**src/rtl/id_ex_pipe.sv**
```systemverilog
// ID->EX pipeline register with valid/ready handshake and flush.
// Define ID_EX_PIPE_SKID_EN to add a one-entry skid buffer (registered in_ready, capacity 2).
module id_ex_pipe #(
    parameter int OP_W   = 3,
    parameter int DATA_W = 8,
    parameter int RA_W   = 3
) (
    input  logic              clk,
    input  logic              rst,
    input  logic              in_valid,
    output logic              in_ready,
    input  logic [OP_W-1:0]   in_opcode,
    input  logic [DATA_W-1:0] in_rs1_data,
    input  logic [DATA_W-1:0] in_rs2_data,
    input  logic [RA_W-1:0]   in_rd,
    input  logic              flush,
    output logic              out_valid,
    input  logic              out_ready,
    output logic [OP_W-1:0]   out_opcode,
    output logic [DATA_W-1:0] out_rs1_data,
    output logic [DATA_W-1:0] out_rs2_data,
    output logic [RA_W-1:0]   out_rd
);

    typedef struct packed {
        logic [OP_W-1:0]   opcode;
        logic [DATA_W-1:0] rs1;
        logic [DATA_W-1:0] rs2;
        logic [RA_W-1:0]   rd;
    } payload_t;

    payload_t in_beat;
    payload_t out_q, out_d;
    logic     out_valid_q, out_valid_d;
    logic     accept, deliver;

    assign in_beat = '{opcode: in_opcode, rs1: in_rs1_data, rs2: in_rs2_data, rd: in_rd};
    assign deliver = out_valid_q && out_ready;
    assign accept  = in_valid && in_ready;

`ifdef ID_EX_PIPE_SKID_EN
    payload_t skid_q, skid_d;
    logic     skid_valid_q, skid_valid_d;

    // in_ready comes straight off skid_valid_q; rst only gates it while in reset.
    assign in_ready = !rst && !skid_valid_q;

    always_comb begin
        // NOTE: every _d takes its _q value first so no path leaves it unassigned (no latch).
        out_d        = out_q;
        out_valid_d  = out_valid_q;
        skid_d       = skid_q;
        skid_valid_d = skid_valid_q;
        if (flush) begin
            out_valid_d  = 1'b0;
            skid_valid_d = 1'b0;
        end else if (!out_valid_q || deliver) begin
            // Output slot frees up: the older skid beat wins over the incoming one.
            if (skid_valid_q) begin
                out_d        = skid_q;
                out_valid_d  = 1'b1;
                skid_valid_d = 1'b0;
            end else if (accept) begin
                out_d       = in_beat;
                out_valid_d = 1'b1;
            end else begin
                out_valid_d = 1'b0;
            end
        end else if (accept) begin
            skid_d       = in_beat;
            skid_valid_d = 1'b1;
        end
    end

    always_ff @(posedge clk) begin
        if (rst) begin
            skid_q       <= '0;
            skid_valid_q <= 1'b0;
        end else begin
            skid_q       <= skid_d;
            skid_valid_q <= skid_valid_d;
        end
    end
`else
    assign in_ready = !rst && (!out_valid_q || out_ready);

    always_comb begin
        // NOTE: every _d takes its _q value first so no path leaves it unassigned (no latch).
        out_d       = out_q;
        out_valid_d = out_valid_q;
        if (flush) begin
            out_valid_d = 1'b0;
        end else if (accept) begin
            out_d       = in_beat;
            out_valid_d = 1'b1;
        end else if (deliver) begin
            out_valid_d = 1'b0;
        end
    end
`endif

    // NOTE: state registers use non-blocking assignments so all flops update together at the edge.
    always_ff @(posedge clk) begin
        if (rst) begin
            out_q       <= '0;
            out_valid_q <= 1'b0;
        end else begin
            out_q       <= out_d;
            out_valid_q <= out_valid_d;
        end
    end

    assign out_valid    = out_valid_q;
    assign out_opcode   = out_q.opcode;
    assign out_rs1_data = out_q.rs1;
    assign out_rs2_data = out_q.rs2;
    assign out_rd       = out_q.rd;

endmodule

```
**config.mk**
```make
export PLATFORM = sky130hd
export DESIGN_NAME = id_ex_pipe
export DESIGN_NICKNAME = d
export VERILOG_FILES = /design/src/rtl/id_ex_pipe.sv
export SDC_FILE = /design/constraint.sdc
export NUM_CORES = 1
export LEC_CHECK = 0
export BUFFER_PORTS_ARGS = -buffer_cell sky130_fd_sc_hd__buf_2
export CAP_MARGIN = 15
export CORE_MARGIN = 2
export CORE_UTILIZATION = 29
export DETAILED_ROUTE_END_ITERATION = 10
export HOLD_SLACK_MARGIN = 0.03
export PLACE_DENSITY_LB_ADDON = 0.25
export SLEW_MARGIN = 20
export SYNTH_ARGS = -nofsm -noshare
export SYNTH_HDL_FRONTEND = slang
export SYNTH_SLANG_ARGS = --single-unit
```
**constraint.sdc**
```tcl
create_clock -name clk -period 1.9 [get_ports clk]
set_clock_uncertainty 0.2 [all_clocks]
set_input_delay 0.19 -clock clk [delete_from_list [all_inputs] [get_ports clk]]
set_output_delay 0.19 -clock clk [all_outputs]
set_load 0.01 [all_outputs]
```
# After elaboration in Yosys (flattened, before gate mapping)
# Index checks and enable logic that the tools add are counted.
word_totals:
  reg_bits: 23
  inputBits: 27
op_classes:
  muxes: 2
  n_reduce_logical: 9
  bitwise: 1
ops:
  columns: ["operator", "count"]
  rows:
  - ["logical AND 1 bit", 3]
  - ["logical NOT 1 bit", 2]
  - ["two-way mux 1 bit", 2]
  - ["AND reduction 2 bit", 1]
  - ["nonzero test 2 bit", 1]
  - ["OR reduction 2 bit", 1]
  - ["logical OR 1 bit", 1]
  - ["NOT 1 bit", 1]

# Longest topological paths before layout
# Gate-level depths: netlist (run 1).
logic_depth:
  depth_word: 5
  depth_mapped: 4
  mapped_depth_nobuf: 3

# Least setup slack after synthesis (run 1)
# No wires, ideal clock.
synth_path:
  kind: "register to register"
  start: "register out_valid_q, in the netlist out_valid"
  end: "register out_q, in the netlist out_opcode[1]"
  stages_incl_launch_ff: 5
  n_path_buf: 1
  required_time_ns: 1.579
  path_slack_ns: 0.694
  arrival_time_ns: 0.885
  setup_time_ns: 0.121
  cell_sequence: "dfxtp_1 > nor2b_4 > buf_6 > o311ai_1 > nand2_1"
synth_between:
  elab_chain_len: 5
synth_rtl:
  columns: ["item", "line_no", "source"]
  rows:
  - ["from (decl)", "34", "logic out_valid_q, out_valid_d;"]
  - ["from (signal assigned)", "109", "out_valid_q <= out_valid_d;"]
  - ["logical NOT 1 bit", "85", "assign in_ready = !rst && (!out_valid_q || out_ready);"]
  - ["logical OR 1 bit", "85", null]
  - ["logical AND 1 bit", "85", null]
  - ["logical AND 1 bit", "39", "assign accept = in_valid && in_ready;"]
  - ["AND reduction 2 bit (no source line)", null, null]
  - ["to (signal assigned)", "108", "out_q <= out_d;"]
  - ["to (decl)", "33", "payload_t out_q, out_d;"]
# Every way passes these cells.
# A chain may end at the register's enable or synchronous reset.

# Final worst setup path (run 1)
layout_path:
  start: "register out_valid_q, in the netlist out_valid"
  end: "output in_ready"
layout_between:
  elab_chain_len: 3
layout_rtl:
  columns: ["item", "line_no", "source"]
  rows:
  - ["logical NOT 1 bit", "85", null]
  - ["logical OR 1 bit", "85", null]
  - ["logical AND 1 bit", "85", null]
  - ["to (decl)", "11", "output logic in_ready,"]
# Every way passes these cells.

==> results of run 1 <==
==> cell usage after synthesis <==
cell type	n	share of area
a211oi_1	1	0.0073
buf_2	2	0.0098
buf_4	1	0.0073
buf_6	6	0.066
clkbuf_4	1	0.0073
clkbuf_8	2	0.027
dfxtp_1	23	0.45
inv_1	2	0.0073
nand2_1	22	0.080
nand2b_2	1	0.0085
nand3_1	22	0.11
nor2_1	1	0.0037
nor2b_4	1	0.013
nor3b_4	1	0.018
o311ai_0	3	0.026
o311ai_1	19	0.16
==> kinds of logic (layout without fill, tap and decap cells) <==
kind of cell,after synthesis,count (layout),synth area share
AND/OR/NAND/NOR,48,48,0.2317
flip-flops,23,23,0.4488
AO/OA/AOI/OAI,23,23,0.1951
buffers and inverters,14,81,0.1244
==> what timing repair did <==
action | in CTS | in global routing
endpoints found under the hold margin | 23 | 0
gates resized for setup | 0 | 0
hold buffers | 23 | 0
==> sequential cells by signal, indices dropped and copies added, names as in the netlist <==
signal	flops
out_rs1_data	8
out_opcode	3
out_valid	1
out_rd	3
out_rs2_data	8
==> layout make-up <==
class                   instances  area (um^2)
clock buffers                   4        26.28
fillers                       363         1878
inverters                       2        7.507
multi-input cells              71        437.9
flip-flops and latches         23        460.4
well taps                      46        57.56
repair buffers                 75        495.5
==> per-layer routing <==
metal | routed length (um) | share of wire | vias to the layer above | global-route usage
met5 | 0 | 0 | - | 0
met4 | 15 | 0.0054 | 0 | 0.04076
met3 | 123 | 0.044 | 2 | 0.02679
met2 | 1391 | 0.50 | 27 | 0.2474
met1 | 1246 | 0.45 | 506 | 0.1831
li1 | - | - | 540 | -
==> report_power, final <==
part	leakage [nW]	internal, mW	switching [mW]	total [mW]
clock	0.0150	0.0817	0.138	0.219
combinational	0.549	0.0858	0.0820	0.168
sequential	0.188	0.506	0.0131	0.519
total	0.752	0.674	0.233	0.907
==> worst paths after layout <==
path                          end  slack [ns]  cells past startpoint
setup reg to reg  out_rs1_data[1]        0.51                      3
hold / removal          out_valid        0.20                      2
hold reg to reg     out_opcode[2]        0.28                      2
setup / recovery         in_ready        0.14                      3
==> worst max-delay path: stages (launching register included) <==
cell,delay (ns)
dfxtp_1,0.37
nor2b_4,0.48
nor2_1,0.06
buf_2,0.15
==> qor.csv, run 1 <==
metric,value,unit
total grt overflow,0,
reg2reg start,out_valid,
Syn Area/Cell,9.500,um^2
GPL Wtd Cong,0.6490,
largest net degree at the start of global routing,25,
type of the most critical hold path,primary input to flop,
Nets,203,
peak fanout along the critical path,23,
# setup viols final,0,
hold_ws,0.1980,ns
RSZ-0062 raised after global routing,no,
critical path type,flop to primary output,
first-pass GRT wire length,4.733,mm
Max Slew Vio Count,0,
Top Ports,51,
vias,1075,
Tot GR Track Use,0.1441,
Setup TNS,0,ns
setup bufs post-CTS,0,
fin util,0.4416,
DP Area,0.001229,mm^2
status,completed,
number of distinct library cells after synthesis,16,
via/cell ratio,4.864,
CTS buffer count,3,
pwr dens,610.4,mW/mm^2
max-capacitance violation count,0,
H-tree depth,1,
final period demand of the worst path,1.755,ns
Post-Route WL,2.777,mm
Syn Nets,135,
worst slew pin tran,0.6473,ns
Starting DRT DRC Count,47,
dpl hpwl,1.823,mm
Die Y,63.48,um
Setup crit start kind,flop,
"most common cell after layout, fill and taps aside",buf_2,
Antenna Cells,0,
fmax,569.7,MHz
post-placement cell count,194,
most frequent cells in the layout,"50 x buf_2, 23 x dlygate4sd3_1, 23 x dfxtp_1",
crit path capture type,primary output,
Final WS setup,0.1448,ns
launch point of the worst path,out_valid,
Worst Path Required,1.51,ns
Worst-path clk slew,0.12,ns
Worst-Skew Late Latency,0.30,ns
clock sinks,23,
critical path arrival,1.37,ns
pre-CTS WS,0.4766,ns
Hold Path Origin,flush,
Final Cell Area,0.001485,mm^2
Final Power,0.9066,mW
First-pass DRT Iterations,4,
Synth Register Bits,23,
final worst path period share,0.9238,
share of post-route cells with drive strength above 1,0.3314,
Longest Clk Path Bufs,2,
post-route insts no fill,221,
Mapped Area,0.001026,mm^2
yosys warns,0,
initial antenna violation count,0,
Cell Rows,21,
sequential-to-total area share from yosys stat,0.4488,
drt wl/cell,12.57,um
Die Width,63.48,um
antenna-violating nets left,0,
CTS tree,yes,
post-synthesis to final-layout area growth,44.76,%
Root Driver,clkbuf_4,
Peak VDD IR,299.3,uV
Starting Density,0.3051,
Die Area,0.004030,mm^2
Slew headroom,0.5680,
input/output buffers,50,
Static Leak,0.7517,nW
cell count after synthesis,108,
vias in the first global route,1014,
core area,0.003363,mm^2
Hold Fails Final Rpt,0,
residual DRC count,0,
(Power assumes the default switching activity.)
==> run 2, diff against run 1 <==
CELL_PAD_IN_SITES_DETAIL_PLACEMENT = 0   (was default)
CELL_PAD_IN_SITES_GLOBAL_PLACEMENT = 1   (was default)
CORE_UTILIZATION = 34   (was 29)
==> run 2 against run 1 <==
  * The flow now finishes with violations (design-rule violations)
  * Register-to-register slack lost 0.03 ns
  * Routed wire length shrank 1.3%
  * Sequential cell count is the same
  * Die area shrank 14%
  * Hold slack lost 0.0089 ns
  * Count of clock-buffer cells in the layout is the same
  * Sequential share of layout area grew 0.24 points
  * Critical endpoint unchanged
  * Critical path depth is the same
  * Power grew 0.33%
  * Non-clock buffer count grew 1
  * Clock power is essentially flat
  * Global-route usage grew 1.7 points
  * Largest power group unchanged
==> qor.csv, run 2 (synthesized netlist as in run 1, its figures left out) <==
metric,value,unit
status,"finished, violations left",
failing checks,design-rule violations,
pre-CTS WS,0.4897,ns
vias in the first global route,989,
final worst path period share,0.9369,
input/output buffers,50,
final period demand of the worst path,1.780,ns
core area,0.002805,mm^2
stages on the worst setup path,3,
Setup crit start kind,flop,
R2R depth,3,
Post-Route WL,2.740,mm
"Critical Path, Cell by Cell",nor2b_4 -> nor2_1 -> buf_2,
worst slew pin tran,0.6405,ns
crit path capture type,primary output,
critical path type,flop to primary output,
Setup TNS,0,ns
CTS resizes,0,
setup bufs post-CTS,0,
Cell Rows,19,
fin util,0.5254,
post-synthesis to final-layout area growth,43.66,%
CP max-delay cell,nor2b_4,
met2 WL,1.282,mm
vias,1064,
fmax,561.8,MHz
First-pass DRT Iterations,8,
Longest Clk Path Bufs,2,
met3 WL post-DR,143,um
Top Ports,51,
Worst-Skew Late Latency,0.30,ns
total grt overflow,0,
Peak VDD IR,250.6,uV
Worst-path clk slew,0.12,ns
Nets,204,
Tot GR Track Use,0.1616,
peak fanout along the critical path,23,
Die Y,58.93,um
Worst Path Required,1.51,ns
most frequent cells in the layout,"50 x buf_2, 23 x dlygate4sd3_1, 23 x dfxtp_1",
# setup viols final,0,
Die Area,0.003473,mm^2
hold depth,2,
Post-CTS Hold Buffers,23,
hold_ws,0.1891,ns
share of post-route cells with drive strength above 1,0.3352,
met1 wire length,1.303,mm
WP buf/inv,1,
Static Leak,0.7570,nW
Slew headroom,0.5725,
CP max stage delay,0.48,ns
CP top delay family,simple AND/OR/NAND/NOR gates,
CTS tree,yes,
via/cell ratio,5.140,
Starting DRT DRC Count,29,
first-pass GRT wire length,4.422,mm
dpl hpwl,1.740,mm
H-tree depth,1,
critical path arrival,1.39,ns
initial antenna violation count,0,
Final WS setup,0.1199,ns
Starting Density,0.3657,
residual DRC count,4,
drt wl/cell,13.24,um
RSZ-0062 raised after global routing,no,
pwr dens,617.1,mW/mm^2
Antenna Cells,0,
Hold Path Origin,flush,
Root Driver,clkbuf_4,
max-capacitance violation count,0,
launch point of the worst path,out_valid,
antenna-violating nets left,0,
type of the most critical hold path,primary input to flop,
max layer used,met4,
clock sinks,23,
largest net degree at the start of global routing,25,
GPL Wtd Cong,0.6495,
Die Width,58.93,um
reg2reg start,out_valid,
"most common cell after layout, fill and taps aside",buf_2,
CTS buffer count,3,
Max Slew Vio Count,0,
Hold Fails Final Rpt,0,
==> run 2: cell count changes in the layout (fill, tap and decap cells not counted), sizes merged <==
cell,previous run,this run
buf,52,53
==> run 2: report_power, final <==
part / switching [mW] / internal [mW]
Clock: 0.139 / 0.0817
Sequential: 0.0129 / 0.506
Combinational: 0.0824 / 0.0869
Total: 0.235 / 0.675
==> run 2: final timing paths <==
check,endpoint,slack (ns)
max reg2reg,out_rs2_data[6],0.48
min reg2reg,out_rs2_data[1],0.27
min,out_valid,0.19
max,in_ready,0.12
==> run 2: final cells by class <==
class,count,area (um^2)
Sequential cell,23,460.4
Clock buffer,4,26.28
Tap cell,31,38.79
Fill cell,285,1331
Inverter,2,7.507
Multi-Input combinational cell,71,437.9
Timing Repair Buffer,76,503.0
==> run 2: metrics by stage <==
step / instance area (um^2) / instances / power (mW)
floorplan: 1026 / 108 / 0.6079
global placement: 1217 / 180 / 0.6606
detailed placement: 1217 / 180 / 0.6628
CTS: 1474 / 207 / 0.9169
global route: 1474 / 207 / 0.9555
finish: 1474 / 207 / 0.9096
==> run 2: per-layer routing <==
| metal | vias up | track usage |
|---|---|---|
| met1 | 492 | 0.2231 |
| met3 | 2 | 0.02637 |
| li1 | 542 | - |
| met5 | - | 0 |
| met4 | 0 | 0.02922 |
| met2 | 28 | 0.2683 |
